File: config.mk
export PLATFORM = sky130hd
export DESIGN_NAME = mc_control_unit
export DESIGN_NICKNAME = d
export VERILOG_FILES = /design/src/rtl/mc_ctrl_pkg.sv /design/src/rtl/mc_control_unit_opcode_decoder.sv /design/src/rtl/mc_control_unit.sv
export SDC_FILE = /design/constraint.sdc
export NUM_CORES = 1
export LEC_CHECK = 0
export ABC_AREA = 1
export CAP_MARGIN = 20
export CORE_AREA = 10 10 96 98
export CTS_CLUSTER_DIAMETER = 150
export CTS_CLUSTER_SIZE = 25
export DETAILED_ROUTE_END_ITERATION = 10
export DIE_AREA = 0 0 106 108
export PLACE_DENSITY_LB_ADDON = 0.2
export SKIP_LAST_GASP = 1
export SYNTH_ARGS = -nofsm -noshare
export SYNTH_HDL_FRONTEND = slang
export SYNTH_SLANG_ARGS = --single-unit
File: constraint.sdc
create_clock -name clk -period 2.15 [get_ports clk]
set_input_delay 0.43 -clock clk [delete_from_list [all_inputs] [get_ports clk]]
set_output_delay 0.43 -clock clk [all_outputs]
set_load 0.02 [all_outputs]
File: src/rtl/mc_ctrl_pkg.sv
// Shared encodings for the multi-cycle control unit: opcodes, ALUOp,
// load_mode, FSM states and decoded instruction classes.
package mc_ctrl_pkg;

  localparam logic [5:0] OP_R    = 6'b000000;
  localparam logic [5:0] OP_ADDI = 6'b001000;
  localparam logic [5:0] OP_LW   = 6'b100111;
  localparam logic [5:0] OP_LH   = 6'b100001;
  localparam logic [5:0] OP_LHU  = 6'b100101;
  localparam logic [5:0] OP_SW   = 6'b101011;
  localparam logic [5:0] OP_BEQ  = 6'b000100;
  localparam logic [5:0] OP_ANDI = 6'b001100;
  localparam logic [5:0] OP_ORI  = 6'b001101;

  localparam logic [2:0] ALU_ADD   = 3'b000;
  localparam logic [2:0] ALU_SUB   = 3'b001;
  localparam logic [2:0] ALU_FUNCT = 3'b010;
  localparam logic [2:0] ALU_AND   = 3'b011;
  localparam logic [2:0] ALU_OR    = 3'b100;

  localparam logic [1:0] LM_WORD   = 2'b00;
  localparam logic [1:0] LM_HALF_S = 2'b01;
  localparam logic [1:0] LM_HALF_U = 2'b10;

  typedef enum logic [2:0] {
    ST_FETCH  = 3'd0,
    ST_DECODE = 3'd1,
    ST_EXEC   = 3'd2,
    ST_MEM    = 3'd3,
    ST_WB     = 3'd4,
    ST_FAULT  = 3'd5
  } state_e;

  typedef enum logic [2:0] {
    CLS_ILLEGAL = 3'd0,
    CLS_R       = 3'd1,
    CLS_ALUI    = 3'd2,
    CLS_LOAD    = 3'd3,
    CLS_STORE   = 3'd4,
    CLS_BRANCH  = 3'd5
  } iclass_e;

endpackage

File: src/rtl/mc_control_unit_opcode_decoder.sv
// Combinational opcode decode carried over from the single-cycle control
// unit: instruction class plus the EXEC-stage ALU controls and load_mode.
module opcode_decoder
  import mc_ctrl_pkg::*;
(
  input  logic [5:0] op_code_i,
  output logic [2:0] iclass_o,
  output logic [2:0] aluop_o,
  output logic       alusrc_o,
  output logic [1:0] load_mode_o
);

  always_comb begin
    iclass_o    = CLS_ILLEGAL;
    aluop_o     = ALU_ADD;
    alusrc_o    = 1'b0;
    load_mode_o = LM_WORD;
    case (op_code_i)
      OP_R:    begin iclass_o = CLS_R;      aluop_o = ALU_FUNCT; end
      OP_ADDI: begin iclass_o = CLS_ALUI;   alusrc_o = 1'b1; end
      OP_ANDI: begin iclass_o = CLS_ALUI;   alusrc_o = 1'b1; aluop_o = ALU_AND; end
      OP_ORI:  begin iclass_o = CLS_ALUI;   alusrc_o = 1'b1; aluop_o = ALU_OR; end
      OP_LW:   begin iclass_o = CLS_LOAD;   alusrc_o = 1'b1; end
      OP_LH:   begin iclass_o = CLS_LOAD;   alusrc_o = 1'b1; load_mode_o = LM_HALF_S; end
      OP_LHU:  begin iclass_o = CLS_LOAD;   alusrc_o = 1'b1; load_mode_o = LM_HALF_U; end
      OP_SW:   begin iclass_o = CLS_STORE;  alusrc_o = 1'b1; end
      OP_BEQ:  begin iclass_o = CLS_BRANCH; aluop_o = ALU_SUB; end
      default: ;
    endcase
  end

endmodule

File: src/rtl/mc_control_unit.sv
// Multi-cycle control FSM: sequences FETCH/DECODE/EXEC/MEM/WB over a shared
// handshaked memory port, with memory timeout, illegal-opcode trap and retire count.
module mc_control_unit
  import mc_ctrl_pkg::*;
#(
  parameter int ALUOP_W     = 3,
  parameter int MEM_TIMEOUT = 16,
  parameter int CNT_W       = 32
) (
  input  logic               clk,
  input  logic               rst_n,
  input  logic [5:0]         OP_CODE,
  input  logic               mem_ack,
  output logic               RegDst,
  output logic               RegWrite,
  output logic               ALUSrc,
  output logic               MemWrite,
  output logic               MemRead,
  output logic               MemToReg,
  output logic               Branch,
  output logic [ALUOP_W-1:0] ALUOp,
  output logic [1:0]         load_mode,
  output logic               IorD,
  output logic               mem_req,
  output logic               pc_write,
  output logic               ir_write,
  output logic               fault,
  output logic [CNT_W-1:0]   retired_count
);

  localparam int WAIT_W = (MEM_TIMEOUT > 1) ? $clog2(MEM_TIMEOUT) : 1;
  localparam logic [WAIT_W-1:0] TMO_LAST = WAIT_W'((MEM_TIMEOUT > 0) ? MEM_TIMEOUT - 1 : 0);

  state_e              state_q, state_d;
  logic [5:0]          opcode_q, opcode_d;
  logic [WAIT_W-1:0]   wait_q, wait_d;
  logic [CNT_W-1:0]    retired_q, retired_d;

  logic [5:0] dec_op;
  logic [2:0] dec_cls_raw;
  logic [2:0] dec_aluop;
  logic       dec_alusrc;
  logic [1:0] dec_lm;
  iclass_e    dec_cls;
  logic       waiting;
  logic       timeout;
  logic       retire;

  // In DECODE the opcode has not been latched yet, so decode the live IR field.
  assign dec_op = (state_q == ST_DECODE) ? OP_CODE : opcode_q;

  opcode_decoder u_dec (
    .op_code_i   (dec_op),
    .iclass_o    (dec_cls_raw),
    .aluop_o     (dec_aluop),
    .alusrc_o    (dec_alusrc),
    .load_mode_o (dec_lm)
  );

  assign dec_cls = iclass_e'(dec_cls_raw);
  assign waiting = ((state_q == ST_FETCH) || (state_q == ST_MEM)) && !mem_ack;
  assign timeout = (MEM_TIMEOUT != 0) && waiting && (wait_q == TMO_LAST);

  always_comb begin
    state_d  = state_q;
    opcode_d = opcode_q;
    case (state_q)
      ST_FETCH: begin
        if (mem_ack)      state_d = ST_DECODE;
        else if (timeout) state_d = ST_FAULT;
      end
      ST_DECODE: begin
        opcode_d = OP_CODE;
        state_d  = (dec_cls == CLS_ILLEGAL) ? ST_FAULT : ST_EXEC;
      end
      ST_EXEC: begin
        case (dec_cls)
          CLS_BRANCH:          state_d = ST_FETCH;
          CLS_LOAD, CLS_STORE: state_d = ST_MEM;
          default:             state_d = ST_WB;
        endcase
      end
      ST_MEM: begin
        if (mem_ack)      state_d = (dec_cls == CLS_LOAD) ? ST_WB : ST_FETCH;
        else if (timeout) state_d = ST_FAULT;
      end
      ST_WB:    state_d = ST_FETCH;
      ST_FAULT: state_d = ST_FAULT;
      default:  state_d = ST_FAULT;
    endcase
  end

  assign retire = (state_d == ST_FETCH) &&
                  ((state_q == ST_EXEC) || (state_q == ST_MEM) || (state_q == ST_WB));

  always_comb begin
    retired_d = retire ? retired_q + CNT_W'(1) : retired_q;
    wait_d    = wait_q;
    // The counter restarts on entry to a memory state and freezes on leaving it.
    if ((state_d != state_q) && ((state_d == ST_FETCH) || (state_d == ST_MEM)))
      wait_d = '0;
    else if (waiting && (state_d == state_q))
      wait_d = wait_q + WAIT_W'(1);
  end

  always_ff @(posedge clk or negedge rst_n) begin
    if (!rst_n) begin
      state_q   <= ST_FETCH;
      opcode_q  <= '0;
      wait_q    <= '0;
      retired_q <= '0;
    end else begin
      state_q   <= state_d;
      opcode_q  <= opcode_d;
      wait_q    <= wait_d;
      retired_q <= retired_d;
    end
  end

  // Controls are gated by rst_n so a reset mid-request drops them at once.
  always_comb begin
    RegDst    = 1'b0;
    RegWrite  = 1'b0;
    ALUSrc    = 1'b0;
    MemWrite  = 1'b0;
    MemRead   = 1'b0;
    MemToReg  = 1'b0;
    Branch    = 1'b0;
    ALUOp     = '0;
    load_mode = LM_WORD;
    IorD      = 1'b0;
    mem_req   = 1'b0;
    pc_write  = 1'b0;
    ir_write  = 1'b0;
    fault     = 1'b0;
    if (rst_n) begin
      case (state_q)
        ST_FETCH: begin
          mem_req  = 1'b1;
          MemRead  = 1'b1;
          pc_write = mem_ack;
          ir_write = mem_ack;
        end
        ST_EXEC: begin
          ALUSrc = dec_alusrc;
          ALUOp  = ALUOP_W'(dec_aluop);
          Branch = (dec_cls == CLS_BRANCH);
        end
        ST_MEM: begin
          mem_req  = 1'b1;
          IorD     = 1'b1;
          MemRead  = (dec_cls == CLS_LOAD);
          MemWrite = (dec_cls == CLS_STORE);
          if (dec_cls == CLS_LOAD) load_mode = dec_lm;
        end
        ST_WB: begin
          RegWrite = 1'b1;
          RegDst   = (dec_cls == CLS_R);
          MemToReg = (dec_cls == CLS_LOAD);
          if (dec_cls == CLS_LOAD) load_mode = dec_lm;
        end
        ST_FAULT: fault = 1'b1;
        default: ;
      endcase
    end
  end

  assign retired_count = retired_q;

endmodule

Word level (Yosys, flattened, before mapping)
Cells that the tools add are included.
{"block": "totals", "register_bits": 45, "inputBits": 9}
{"block": "op_classes", "eq_ne": 21, "n_addsub": 2, "n_reduce_logical": 21, "n_mux": 41}
{"op": "adder 32 x 1 -> 32 bit (second input constant)", "n": 1}
{"op": "case mux 3 bit (5 select lines)", "n": 2}
{"op": "equality test 6 bit (second input constant)", "n": 4}
{"op": "two-way mux 1 bit", "n": 22}
{"op": "two-way mux 3 bit", "n": 7}
{"op": "equality test 6 x 4 -> 1 bit (second input constant)", "n": 3}
{"op": "equality test 3 x 2 -> 1 bit (second input constant)", "n": 4}
{"op": "equality test 3 bit (second input constant)", "n": 4}
{"op": "case mux 3 bit (4 select lines)", "n": 1}
{"op": "zero test 3 bit", "n": 3}
{"op": "two-way mux 4 bit", "n": 2}
{"op": "OR reduction 7 bit", "n": 1}
{"op": "equality test 3 x 1 -> 1 bit (second input constant)", "n": 2}
{"op": "equality test 6 x 3 -> 1 bit (second input constant)", "n": 1}
{"op": "zero test 6 bit", "n": 1}
{"op": "two-way mux 2 bit", "n": 3}
{"op": "two-way mux 6 bit", "n": 1}
{"op": "case mux 3 bit (2 select lines)", "n": 1}
{"op": "OR reduction 2 bit", "n": 3}
{"op": "OR reduction 3 bit", "n": 2}
{"op": "logical AND 1 bit", "n": 5}
{"op": "adder 4 x 1 -> 4 bit (second input constant)", "n": 1}
{"op": "equality test 4 bit (second input constant)", "n": 1}
{"op": "logical OR 1 bit", "n": 4}
{"op": "6 further kinds", "n": 6}

Longest topological paths before layout
{"block": "depth", "word_depth": 13, "ltp_mapped": 18}

Modules after synthesis
Synthesis repeated with hierarchy kept, for this count alone.
{"block": "hier_totals", "cells_unflattened": 444, "area_unflattened_um2": 3042.9}
{"mod": "mc_control_unit", "instances": 1, "cells_per_inst": 412, "area_per_inst_um2": 2886.5}
{"mod": "opcode_decoder", "instances": 1, "cells_per_inst": 32, "area_per_inst_um2": 156.4}

Least setup slack after synthesis
No wires, ideal clock.
{"block": "synth_path", "path_type": "reg2out", "from": "register state_q[0]", "to": "output load_mode[1]", "slack_ns": -0.037, "arrival_time_ns": 1.757, "n_path_buf": 1, "stages_incl_launch_ff": 9, "cell_sequence": "dfrtp_1 -> buf_4 -> nor2_1 -> inv_1 -> nor2_1 -> inv_1 -> a21oi_1 -> inv_1 -> nor4_1"}
{"block": "synth_between", "elab_chain_cells": 9, "word_cells_on_any_way": 22, "classes_between": "eq/ne (12); mux (6); reduce/logical (4)"}
{"item": "from (decl)", "line": "mc_control_unit.sv:34", "text": "state_e state_q, state_d;"}
{"item": "from (signal assigned)", "line": "mc_control_unit.sv:113", "text": "state_q <= state_d;"}
{"item": "equality test 3 x 1 -> 1 bit", "line": "mc_control_unit.sv:50", "text": "assign dec_op = (state_q == ST_DECODE) ? OP_CODE : opcode_q;"}
{"item": "two-way mux 6 bit"}
{"item": "equality test 6 bit or equality test 6 x 4 -> 1 bit (tied branches)", "line": "mc_control_unit_opcode_decoder.sv:18", "text": "case (op_code_i)"}
{"item": "OR reduction 3 bit (no line)"}
{"item": "case mux 3 bit (5 select lines)", "line": "mc_control_unit_opcode_decoder.sv:18"}
{"item": "equality test 3 x 2 -> 1 bit", "line": "mc_control_unit.sv:154, mc_control_unit.sv:160"}
{"item": "two-way mux 2 bit", "line": "mc_control_unit.sv:154, mc_control_unit.sv:160"}
{"item": "two-way mux 2 bit *"}
{"item": "two-way mux 2 bit *", "line": "mc_control_unit.sv:136", "text": "if (rst_n) begin"}
{"item": "to (decl)", "line": "mc_control_unit.sv:22", "text": "output logic [1:0] load_mode,"}
Every way passes the cells marked *; elsewhere a longest branch is shown, timed or not.

Worst setup path after layout
{"block": "layout_path", "from": "register state_q[0]", "to": "register retired_q[2], in the netlist retired_count[2]"}
{"block": "layout_between", "elab_chain_cells": 11, "word_cells_on_any_way": 37, "classes_between": "eq/ne (15); mux (9); reduce/logical (13)"}
{"item": "equality test 3 x 1 -> 1 bit *", "line": "mc_control_unit.sv:50"}
{"item": "two-way mux 6 bit *"}
{"item": "via dec_op[4]", "line": "mc_control_unit.sv:39", "text": "logic [5:0] dec_op;"}
{"item": "equality test 6 bit or equality test 6 x 4 -> 1 bit (tied branches)", "line": "mc_control_unit_opcode_decoder.sv:18"}
{"item": "OR reduction 3 bit (no line)"}
{"item": "case mux 3 bit (5 select lines) *", "line": "mc_control_unit_opcode_decoder.sv:18"}
{"item": "equality test 3 x 2 -> 1 bit or equality test 3 bit (tied branches)", "line": "mc_control_unit.sv:77, mc_control_unit.sv:84"}
{"item": "OR reduction 2 bit or two-way mux 3 bit (tied branches)", "line": "mc_control_unit.sv:77, mc_control_unit.sv:84"}
{"item": "case mux 3 bit (2 select lines) or two-way mux 3 bit (tied branches)", "line": "mc_control_unit.sv:77, mc_control_unit.sv:84"}
{"item": "case mux 3 bit (5 select lines) *", "line": "mc_control_unit.sv:67", "text": "case (state_q)"}
{"item": "via state_d[2]", "line": "mc_control_unit.sv:34"}
{"item": "zero test 3 bit *", "line": "mc_control_unit.sv:93", "text": "assign retire = (state_d == ST_FETCH) &&"}
{"item": "logical AND 1 bit *", "line": "mc_control_unit.sv:93"}
{"item": "to (signal assigned)", "line": "mc_control_unit.sv:116", "text": "retired_q <= retired_d;"}
{"item": "to (decl)", "line": "mc_control_unit.sv:37", "text": "logic [CNT_W-1:0] retired_q, retired_d;"}
Mark *: on every way through the listed nets, which the timed path passes. The rest lies on a longest branch.
A chain may end at the register's enable or synchronous reset.

==> results.txt <==
The run finished, with violations left. The final reports fail on setup timing. The iteration count of the initial detailed-routing pass came out at 4.

The final worst-path setup slack came out at -374.6 ps. The TritonCTS clock tree is yes. The number of buffers on the longest clock path is 2. Buffers placed on the I/O ports in this run total 57. In this run the critical register-to-register path is launched from state_q[0]. The die width came out at about 110 µm. Detailed placement ended at an HPWL of between 7000 and 8000 µm.

The peak fanout along the critical path is 16. Power spread over the standard cell area amounts to 269.7 nW/µm². The worst vdd rail ir drop came out at between 0.2 and 0.25 mV. STA puts the critical path data required time at roughly 2400 ps. The area fraction of the dominant cell type after synthesis is 0.3467. The synthesized design contains 45 register bits. Among all cell types in the netlist, the one instantiated most often is sky130_fd_sc_hd__nand2_1. Sorting the synthesized cells by area gives the leading types as sky130_fd_sc_hd__dfrtp_1 35%, sky130_fd_sc_hd__nand2_1 18%, sky130_fd_sc_hd__nand3_1 7.9%. In the global route stage, met3 resource usage came out at 0.03569. The worst clock skew came out at about 4 ps. The via total after detailed routing is 3691. The initial cell density of the core is 0.4362. The number of global-route vias before repair is approximately 3600. The maximum single-stage delay on the critical path is 450 ps. In the synthesized netlist the dominant register cell turns out to be sky130_fd_sc_hd__dfrtp_1. The die span in y is 108 µm.

The async set-reset flop share out of synthesis is 1.000. The number of cell instances on the worst register-to-register path is 18. The static leakage came out at about 0.0025 µW. The worst setup path is launched from a register. The total clock buffers created by CTS came out at 5. The placed standard-cell area came out at 4337 µm². In the global route stage, met2 resource usage came out at 0.3255. The final-layout fill cell count came out at 586. The maximum number of pins on one net before global-route repair is 46. met2 is the most crowded layer. The overall global routing resource usage came out at 0.1763.

The max-slew violation count is 0. The die covers between 10000 and 15000 µm². The commonest cells after synthesis are 159 x sky130_fd_sc_hd__nand2_1, 55 x sky130_fd_sc_hd__nor2_1, 51 x sky130_fd_sc_hd__nand3_1. In the global route stage, met1 resource usage came out at 0.1944.

Once detail routing completed, the nets flagged for antenna violations numbered 0. The endpoint arrival time on the critical path is 2720 ps. The synthesis-to-layout area growth came out at 63.06%.

The number of setup violations in the final report is between 50 and 60. In the final layout, the share of cells above drive strength 1 is 0.3706. The worst setup path is captured at a register.

The period utilization came out at 1.174. The synthesized design contains 0 enable-type register cells. Walking the worst path, the cells encountered are buf_6, nand3_4, nand2_2, nand2_4, nor2_4, nand3_4, nand2_4, nor2_4, buf_6, nand3_4, nand3_2, nor2_4, inv_4, nor2_8, buf_4, nand2_8, nand2_1, nand2_1. Summed over all instances, the cell type with the most area after synthesis is sky130_fd_sc_hd__dfrtp_1.

The reg-to-reg critical path endpoint is retired_count[2]. The final routed wirelength across all metal layers came out at ~11000 µm. The final count of hold timing violations came out at 0.

The core region is ~7400 µm². The number of antenna violations at the first check in global routing is 0. The global-route wire length before repair is about 17000 µm.

Using the TritonRoute via totals, the vias-per-cell ratio works out to just over 5. The cell area after synthesis is 3248 µm². The type of the worst setup path is register to register. The slowest stage cell on the critical path is sky130_fd_sc_hd__dfrtp_2. The headroom to the max-slew limit is 0.6039. The synthesized area per cell came out at a little under 7 µm². The count of routing violations after the opening detailed-route iteration came out at between 200 and 250.

The launch point of the critical path is state_q[0]. The number of warnings reported in the yosys synthesis log came out at 0. The post-route total power came out at 1428 µW.

The share of power burned in combinational logic is 0.041. Summed over all layers, the global routing overflow is 0. In this run the core area contains 32 standard-cell rows. The clock insertion delay at the later pin of the skew report is ~300 ps. The max-capacitance violation count is 0.

The highest clock rate came out at 396.1 MHz. The power dissipated by switching net loads is 332.7 µW. After routing, the total negative slack on setup checks comes to -14900 ps.

The average wire length per cell after detail routing came out at 15.79 µm. The post-synth net total is around 490. For this run, the post-layout net count is 628. The clock-pin slew of the registers on the worst-case setup and hold paths came out at approximately 90 ps.

The share of the yosys chip area belonging to registers came out at 0.3467. The part of the total power dissipated in sequential elements came out at 0.593. The pin slew with the least headroom to its limit came out at roughly 590 ps.

The finished cells cover 5296 µm². The number of diodes added for antenna fixing is 0. The setup check on the worst reg-to-reg path leaves a slack of -370 ps. The worst hold slack is 397.9 ps.

The depth of the CTS H-tree is 2. The fraction of power spent switching nets is 0.2329. The tree is rooted in a sky130_fd_sc_hd__clkbuf_8. The sequential cell area in the final layout came out at between 1000 and 1500 µm². The internal power of the cells came out at 1096 µW. The fraction of power consumed by the clock network came out at 0.365. Setup repair after global routing could not meet its margin everywhere. For this run, design rule violations remaining after detail routing come to 0.

The worst path in the final design needs a cycle of 2525 ps, including I/O delays and setup. The number of standard cells after synthesis came out at 474. The count of clock tree sinks is 45. The type of the tightest min-delay check is input pin to async pin. The routability-driven placement congestion ratio is roughly 0.92. The number of primary I/O pins came out at 58. The area used by multi-input combinational logic is ~2400 µm². Yosys mapped the design onto 27 distinct sky130hd cell types.
[how the worst max path moves through the flow]
stage,to,slack (ps),cells past startpoint
after global routing,retired_count[26],-520,18
after floorplan,retired_count[22],-5,18
after CTS,retired_count[14],-250,17
after global placement,MemRead,-570,10
final,retired_count[2],-370,18
after detailed placement,ALUSrc,-590,10
[per-stage QoR]
stage / utilization / cells / worst slack (ps)
after floorplan: - / 474 / -5.157
after global placement: 0.5823 / 679 / -565.8
after detailed placement: 0.5823 / 679 / -585.6
after CTS: 0.6384 / 699 / -251.9
after global routing: 0.7112 / 720 / -518.9
final: 0.7112 / 720 / -374.6
[area by class of cell]
class / instances / area share
clock buffers: 6 / 0.01370
clock inverters: 2 / 0.001890
inverters: 46 / 0.03402
multi-input cells: 373 / 0.4500
flip-flops and latches: 45 / 0.2129
well taps: 102 / 0.02410
repair buffers: 146 / 0.2634
[cell families after synthesis]
family                     count (synthesis)  share of synthesized area
AOI/OAI and AO/OA                          7                    0.01078
xor gates and xnor gates                  31                    0.08359
adders and majority gates                  2                   0.007703
DFF                                       45                     0.3467
and+or+nand+nor                          330                     0.4665
buffers and inverters                     59                    0.08474
[layer usage]
metal  vias to the layer above  wire, µm
met2                       113      5861
met3                        37       544
met4                         0       422
met5                         -         0
li1                       1805         -
met1                      1736      4539
[worst max-delay path, delay by kind of cell, from the launching register on]
family,cells,cell delay (ps)
simple gates,14,1510
buf+inv,4,460
flops,1,450
[repair_timing]
action | 4_1_cts | 5_1_grt
resized for setup | 144 | 73
pin swaps | 20 | 45
gates cloned | 1 | 9
setup buffers | 12 | 12
endpoints found under the setup margin | 54 | 54
hold buffers | 0 | 0
[placed cells by master, fill, tap and decap left out, types with 2 or more instances in the layout]
master                            Yosys  final
sky130_fd_sc_hd__a21oi_2              0      4
sky130_fd_sc_hd__buf_12               0      4
sky130_fd_sc_hd__buf_4                5     79
sky130_fd_sc_hd__buf_6                4     14
sky130_fd_sc_hd__buf_8                0      2
sky130_fd_sc_hd__clkbuf_16            0      5
sky130_fd_sc_hd__clkbuf_8             0      5
sky130_fd_sc_hd__clkdlybuf4s50_1      0     39
sky130_fd_sc_hd__clkinv_2             0      2
sky130_fd_sc_hd__dfrtp_1             45     44
sky130_fd_sc_hd__ha_1                 2      2
sky130_fd_sc_hd__inv_1               40     38
sky130_fd_sc_hd__inv_2                5      4
sky130_fd_sc_hd__inv_4                0      3
sky130_fd_sc_hd__nand2_1            159    130
sky130_fd_sc_hd__nand2_2              8     27
sky130_fd_sc_hd__nand2_4              1     10
sky130_fd_sc_hd__nand2_8              0      3
sky130_fd_sc_hd__nand3_1             51     30
sky130_fd_sc_hd__nand3_2              7     22
sky130_fd_sc_hd__nand3_4              1      8
sky130_fd_sc_hd__nand4_1             10     10
sky130_fd_sc_hd__nor2_1              55     41
sky130_fd_sc_hd__nor2_2               8      7
sky130_fd_sc_hd__nor2_4               0     15
sky130_fd_sc_hd__nor2_8               2      2
sky130_fd_sc_hd__nor3_1              18     13
sky130_fd_sc_hd__nor3_2               0      5
sky130_fd_sc_hd__nor4_1               8      6
sky130_fd_sc_hd__xnor2_1              5      5
sky130_fd_sc_hd__xor2_1              26     26
[power by group through the flow]
stage	registers, µW	logic [µW]	clock network, µW
2_1_floorplan	864	9.53	0
3_3_place_gp	864	55.4	0
3_5_place_dp	864	56.4	0
4_1_cts	847	57.1	530
5_1_grt	848	65.0	562
6_report	848	58.8	522
[state kept, by name, summed over array words and instances, names as in the netlist]
signal and cells:
opcode_q 6, state_q 3, wait_q 4, retired_count 32
Note: power is estimated with default switching activity, not from simulation.
